==> src/rtl/ccip_avmm_mmio_master.sv <==
// CCI-P MMIO to Avalon-MM master bridge: formats decoded MMIO packets, queues them,
// issues them in order on Avalon-MM and returns read data tagged with the MMIO TID.
package ccip_avmm_pkg;
    typedef struct packed {
        logic        is_read;
        logic        is_32bit;
        logic [17:0] addr;
        logic [63:0] write_data;
    } t_ccip_avmm_mmio_cmd;

    typedef struct packed {
        logic [17:0] address;
        logic [7:0]  byteenable;
        logic [63:0] writedata;
        logic        read;
        logic        write;
        logic [8:0]  tid;
        logic        is_32bit;
        logic        addr2;
    } t_master_cmd_queue;

    typedef struct packed {
        logic [8:0] tid;
        logic       is_32bit;
        logic       addr2;
    } t_rd_track;
endpackage

module ccip_avmm_mmio_master
    import ccip_avmm_pkg::*;
#(
    parameter int CMD_DEPTH = 16,
    parameter int MAX_RD    = 4
) (
    input  logic                clk,
    input  logic                reset,
    input  logic                mmio_cmd_valid,
    input  t_ccip_avmm_mmio_cmd mmio_cmd,
    input  logic [8:0]          mmio_tid,
    output logic [17:0]         avm_address,
    output logic [7:0]          avm_byteenable,
    output logic [63:0]         avm_writedata,
    output logic                avm_read,
    output logic                avm_write,
    input  logic                avm_waitrequest,
    input  logic [63:0]         avm_readdata,
    input  logic                avm_readdatavalid,
    output logic                rd_rsp_valid,
    output logic [8:0]          rd_rsp_tid,
    output logic [63:0]         rd_rsp_data,
    output logic                err_overflow,
    output logic                err_unexp_rsp
);
    localparam int QPW = $clog2(CMD_DEPTH);
    localparam int QCW = QPW + 1;
    localparam int TPW = (MAX_RD > 1) ? $clog2(MAX_RD) : 1;
    localparam int TCW = $clog2(MAX_RD) + 1;

    typedef enum logic {IDLE, BUSY} state_t;

    state_t            state_q, state_d;
    t_master_cmd_queue avm_q, avm_d;
    t_master_cmd_queue fmt, head;
    t_master_cmd_queue q_mem [CMD_DEPTH];
    t_rd_track         trk_mem [MAX_RD];
    t_rd_track         trk_head;

    logic [QPW-1:0] q_wr_ptr_q, q_wr_ptr_d, q_rd_ptr_q, q_rd_ptr_d;
    logic [QCW-1:0] q_cnt_q, q_cnt_d;
    logic [TPW-1:0] trk_wr_ptr_q, trk_wr_ptr_d, trk_rd_ptr_q, trk_rd_ptr_d;
    logic [TCW-1:0] trk_cnt_q, trk_cnt_d;
    logic           q_push, q_pop, trk_push, trk_pop, head_ok;
    logic           rsp_valid_q, rsp_valid_d;
    logic [8:0]     rsp_tid_q, rsp_tid_d;
    logic [63:0]    rsp_data_q, rsp_data_d;
    logic [31:0]    rsp_half;
    logic           err_ovf_q, err_ovf_d, err_unexp_q, err_unexp_d;

    always_comb begin
        fmt            = '0;
        fmt.address    = {mmio_cmd.addr[17:3], 3'b000};
        fmt.byteenable = 8'hFF;
        fmt.writedata  = mmio_cmd.write_data;
        if (mmio_cmd.is_32bit) begin
            fmt.byteenable = mmio_cmd.addr[2] ? 8'hF0 : 8'h0F;
            fmt.writedata  = {mmio_cmd.write_data[31:0], mmio_cmd.write_data[31:0]};
        end
        fmt.read     = mmio_cmd.is_read;
        fmt.write    = !mmio_cmd.is_read;
        fmt.tid      = mmio_tid;
        fmt.is_32bit = mmio_cmd.is_32bit;
        fmt.addr2    = mmio_cmd.addr[2];
    end

    // Read eligibility looks at the tracker occupancy after this edge, so a
    // returning response frees a slot for a read loaded on the same edge.
    always_comb begin
        head      = q_mem[q_rd_ptr_q];
        trk_head  = trk_mem[trk_rd_ptr_q];
        trk_pop   = avm_readdatavalid && (trk_cnt_q != '0);
        trk_push  = (state_q == BUSY) && !avm_waitrequest && avm_q.read;
        trk_cnt_d = trk_cnt_q + TCW'(trk_push) - TCW'(trk_pop);
        head_ok   = (q_cnt_q != '0) && (!head.read || (trk_cnt_d < TCW'(MAX_RD)));

        state_d = state_q;
        avm_d   = avm_q;
        q_pop   = 1'b0;
        case (state_q)
            IDLE: begin
                if (head_ok) begin
                    avm_d   = head;
                    q_pop   = 1'b1;
                    state_d = BUSY;
                end
            end
            BUSY: begin
                if (!avm_waitrequest) begin
                    if (head_ok) begin
                        avm_d = head;
                        q_pop = 1'b1;
                    end else begin
                        avm_d.read  = 1'b0;
                        avm_d.write = 1'b0;
                        state_d     = IDLE;
                    end
                end
            end
            default: state_d = IDLE;
        endcase

        q_push     = mmio_cmd_valid && ((q_cnt_q != QCW'(CMD_DEPTH)) || q_pop);
        q_cnt_d    = q_cnt_q + QCW'(q_push) - QCW'(q_pop);
        q_wr_ptr_d = q_push ? q_wr_ptr_q + QPW'(1) : q_wr_ptr_q;
        q_rd_ptr_d = q_pop  ? q_rd_ptr_q + QPW'(1) : q_rd_ptr_q;

        trk_wr_ptr_d = trk_wr_ptr_q;
        trk_rd_ptr_d = trk_rd_ptr_q;
        if (trk_push)
            trk_wr_ptr_d = (trk_wr_ptr_q == TPW'(MAX_RD - 1)) ? '0 : trk_wr_ptr_q + TPW'(1);
        if (trk_pop)
            trk_rd_ptr_d = (trk_rd_ptr_q == TPW'(MAX_RD - 1)) ? '0 : trk_rd_ptr_q + TPW'(1);

        rsp_half    = trk_head.addr2 ? avm_readdata[63:32] : avm_readdata[31:0];
        rsp_valid_d = trk_pop;
        rsp_tid_d   = trk_pop ? trk_head.tid : rsp_tid_q;
        rsp_data_d  = rsp_data_q;
        if (trk_pop)
            rsp_data_d = trk_head.is_32bit ? {rsp_half, rsp_half} : avm_readdata;

        err_ovf_d   = err_ovf_q || (mmio_cmd_valid && !q_push);
        err_unexp_d = err_unexp_q || (avm_readdatavalid && (trk_cnt_q == '0));
    end

    always_ff @(posedge clk) begin
        if (q_push)
            q_mem[q_wr_ptr_q] <= fmt;
        if (trk_push)
            trk_mem[trk_wr_ptr_q] <= '{tid: avm_q.tid, is_32bit: avm_q.is_32bit, addr2: avm_q.addr2};
    end

    always_ff @(posedge clk or posedge reset) begin
        if (reset) begin
            state_q      <= IDLE;
            avm_q        <= '0;
            q_wr_ptr_q   <= '0;
            q_rd_ptr_q   <= '0;
            q_cnt_q      <= '0;
            trk_wr_ptr_q <= '0;
            trk_rd_ptr_q <= '0;
            trk_cnt_q    <= '0;
            rsp_valid_q  <= 1'b0;
            rsp_tid_q    <= '0;
            rsp_data_q   <= '0;
            err_ovf_q    <= 1'b0;
            err_unexp_q  <= 1'b0;
        end else begin
            state_q      <= state_d;
            avm_q        <= avm_d;
            q_wr_ptr_q   <= q_wr_ptr_d;
            q_rd_ptr_q   <= q_rd_ptr_d;
            q_cnt_q      <= q_cnt_d;
            trk_wr_ptr_q <= trk_wr_ptr_d;
            trk_rd_ptr_q <= trk_rd_ptr_d;
            trk_cnt_q    <= trk_cnt_d;
            rsp_valid_q  <= rsp_valid_d;
            rsp_tid_q    <= rsp_tid_d;
            rsp_data_q   <= rsp_data_d;
            err_ovf_q    <= err_ovf_d;
            err_unexp_q  <= err_unexp_d;
        end
    end

    assign avm_address    = avm_q.address;
    assign avm_byteenable = avm_q.byteenable;
    assign avm_writedata  = avm_q.writedata;
    assign avm_read       = avm_q.read;
    assign avm_write      = avm_q.write;
    assign rd_rsp_valid   = rsp_valid_q;
    assign rd_rsp_tid     = rsp_tid_q;
    assign rd_rsp_data    = rsp_data_q;
    assign err_overflow   = err_ovf_q;
    assign err_unexp_rsp  = err_unexp_q;
endmodule
==> config.mk <==
export PLATFORM = sky130hd
export DESIGN_NAME = ccip_avmm_mmio_master
export DESIGN_NICKNAME = d
export VERILOG_FILES = /design/src/rtl/ccip_avmm_mmio_master.sv
export SDC_FILE = /design/constraint.sdc
export NUM_CORES = 2
export LEC_CHECK = 0
export CAP_MARGIN = 20
export CORE_MARGIN = 1.5
export CORE_UTILIZATION = 52
export DETAILED_ROUTE_END_ITERATION = 8
export MAX_ROUTING_LAYER = met4
export PLACE_DENSITY = 0.7
export SYNTH_ARGS = -nofsm -noshare
export SYNTH_HDL_FRONTEND = slang
export SYNTH_SLANG_ARGS = --single-unit
==> constraint.sdc <==
create_clock -name clk -period 15.3 [get_ports clk]
set_input_delay 3.06 -clock clk [delete_from_list [all_inputs] [get_ports clk]]
set_output_delay 3.06 -clock clk [all_outputs]
set_load 0.005 [all_outputs]
==> metrics.cfg <==
[outcome]
outcome=completed

[pwr]
powerDensity_mw_per_mm2=193
p_leak_nw=25.6
vdd_drop_max_mv=0.176

[routing]
dr_total_vias=31300
met2_length_mm=75.8
drtIter0Drc=3125
vias_per_cell=6.07
met1_length_mm=58.9
wl_mm=148
highest_layer=met4
dr.pass1.iters=5
dr_wl_met3_mm=10.6
drc=0
drt.antenna.violating_nets=0
wl_per_cell_um=28.8

[setup_path]
critical_path.cell_chain=clkdlybuf4s50_1 > nand2b_4 > buf_4 > inv_1 > ha_1 > inv_1 > ha_1 > fa_1 > xnor3_1 > o21a_1 > a221oi_2 > nor2_1 > buf_4 > nor3_2 > buf_4 > buf_4
critical_path_required_ns=15.67
critical_path_class=in -> reg
arrival_ns=9.32
cp_common_cell=buf_4
reg2reg_slack_ns=8.26
r2r_start=trk_cnt_q[1]
cp-end-kind=flop
rr_worst_depth=16
cpMaxStageDelayCell=buf_4
r2r-end=q_mem[6][53]
cp_slowest_stage_delay_ns=0.90
cp-start-kind=input pin
path_max_fanout=132

[floorplanning]
die_y_um=363
coreArea_mm2=0.128
ioPinCount=330
num_rows=131
start_util_pct=52.6
dieArea_mm2=0.132
die_x_um=363

[place]
port_buffers=324
dpl_cell_area_mm2=0.0720
place_inst=4834
place.gp.congestion=0.861
hpwl_mm=80.4

[timing]
rsz0062_at_grt=no
max_freq_mhz=112
max-slew-margin-rel_pct=8.59
finClkSkew_ns=0.0385
hold_viol=0
fin_crit_ns=8.94
worst_pin_slew_ns=1.37
drv_slew=0
min_period_over_period_pct=58.5
setup_viol=0

[cts]
ctsResizeCount=0
htree_levels=4
clk_latency_ns=0.78
cts_root_buf=clkbuf_16
clockBufferDepth=3
numCtsBuffers=169
postCtsSetupBuffers=0
cts_sinks=1739
clk_pin_slew_worst_paths_ns=0.06
cts_tree=done
postCtsHoldBufs=0

[cells_and_area]
fin_cells=5150
area_growth_pct=15.3
num-fill-cells=8662
nets=3459
fin_area_mm2=0.0776
drive_gt1_share_pct=28.3
final_common_cell=edfxtp_1
final_cell_mix=1548 x edfxtp_1, 464 x mux4_2, 323 x clkdlybuf4s50_1

[synth]
ys.flop_type=edfxtp_1
yosysUniqueCellTypes=48
yosysSeqAreaShare_pct=76.2
postSynthCellCount=2956
netlist_area_mm2=0.0673
synth_seq_cells=1739
ys_async_sr_fraction_pct=11.0
synth.avg_cell_area_um2=22.8
yosysWarnings=0
synth_edf_count=1548

[global_routing]
track_usage_pct=23.6
grt_max_degree=173
grt_pass1_vias=32700
antenna_found_initial=11
grt_pass1_wl_mm=219
grt_overflow=0

[worst_hold_path]
hold-path-endpoint=err_unexp_rsp
hp-class=reg -> reg
min_from=err_unexp_rsp
hold_depth=1

[job]
drv_cap=0

-- where the power goes --
group	internal, W	switching, W
clock network	0.00244	0.00175
logic	0.00238	0.00207
registers	0.00592	0.000404
-- layer usage --
layer	up-vias	GRT usage, %
met2	1420	38.6
met1	16800	31.2
met3	226	3.75
met5	-	-
met4	0	5.91
li1	12800	-
-- synthesized netlist by cell type, types with 2 or more instances --
cell type	count	area (µm²)
edfxtp_1	1548	46500
mux4_2	464	10500
dfrtp_1	191	4780
mux2_2	123	1390
buf_4	96	721
nand2_1	80	300
clkbuf_1	79	297
o21ai_0	76	380
mux2i_1	70	701
buf_2	47	235
mux2_4	25	375
inv_1	23	86.3
ha_1	18	225
nor3_1	15	75.1
a21oi_1	9	45.0
buf_6	9	101
a221o_1	7	70.1
o22ai_1	7	43.8
xnor2_1	7	61.3
buf_1	6	22.5
nand2b_1	6	37.5
and2_1	5	31.3
nor2_1	5	18.8
a21o_1	4	30.0
nor4_1	4	25.0
buf_8	3	45.0
xor2_1	3	26.3
a221oi_1	2	17.5
fa_1	2	40.0
nor2b_1	2	12.5
o211ai_1	2	15.0
o21a_1	2	15.0
-- worst max path at each step --
stage / start / to / slack [ns] / cells after the start
after floorplan: avm_readdatavalid / q_mem[0][0] / -0.14 / 13
after global placement: avm_readdatavalid / q_mem[6][53] / 5.68 / 16
after detailed placement: avm_readdatavalid / q_mem[6][53] / 5.53 / 16
after CTS: avm_readdatavalid / q_mem[6][56] / 6.36 / 16
after global routing: avm_readdatavalid / q_mem[6][55] / 5.86 / 16
final: avm_readdatavalid / q_mem[6][53] / 6.36 / 16
-- registers in the layout, indices dropped and copies added, names as in the netlist, 3 cells and up --
signal / cells
avm_q: 11
trk_cnt_q: 3
rd_rsp_tid: 9
q_mem: 1504
rd_rsp_data: 64
avm_address: 15
q_cnt_q: 5
avm_writedata: 64
q_rd_ptr_q: 4
trk_mem: 44
q_wr_ptr_q: 4
-- worst max-delay path: cells and delay by family --
| family | cells | cell delay [ns] |
|---|---|---|
| buffers and inverters | 7 | 3.69 |
| adder cells (fa/ha/maj) | 3 | 1.01 |
| AO/OA/AOI/OAI | 2 | 0.55 |
| AND/OR/NAND/NOR | 3 | 0.47 |
| XOR/XNOR | 1 | 0.46 |
-- final cells by class --
type                       count  area (µm²)  area share (%)
sequential                  1739       51300            66.0
multi-input combinational    954       14600            18.8
antenna                        3        7.51         0.00967
timing repair buffer         389        3810            4.91
clock inverter                86         971            1.25
inverter                      24         105           0.135
clock buffer                 226        4690            6.03
tap                         1729        2160            2.79
-- through the flow --
stage,worst slack (ns),util (%),power (W),TNS (ns),hold slack (ns)
finish,6.36,60.7,0.0150,0,0.454
global route,5.86,60.7,0.0156,0,0.478
CTS,6.36,60.6,0.0151,0,0.459
detailed placement,5.53,56.2,0.0109,0,0.446
global placement,5.68,56.2,0.0108,0,0.447
floorplan,-0.144,-,0.00958,-54.08,0.451
-- logic make-up (layout without fill, tap and decap cells) --
logic type / Yosys count / count (layout) / share of synthesized area, %
XOR/XNOR: 11 / 11 / 0.164
AO/OA/AOI/OAI: 112 / 112 / 0.972
flip-flops: 1739 / 1739 / 76.2
AND/OR/NAND/NOR: 125 / 125 / 0.840
buffers and inverters: 265 / 725 / 2.27
adder cells (fa/ha/maj): 20 / 20 / 0.394
other: 1 / 6 / 0.00557
multiplexers: 683 / 683 / 19.2
Note: power is estimated with default switching activity, not from simulation.
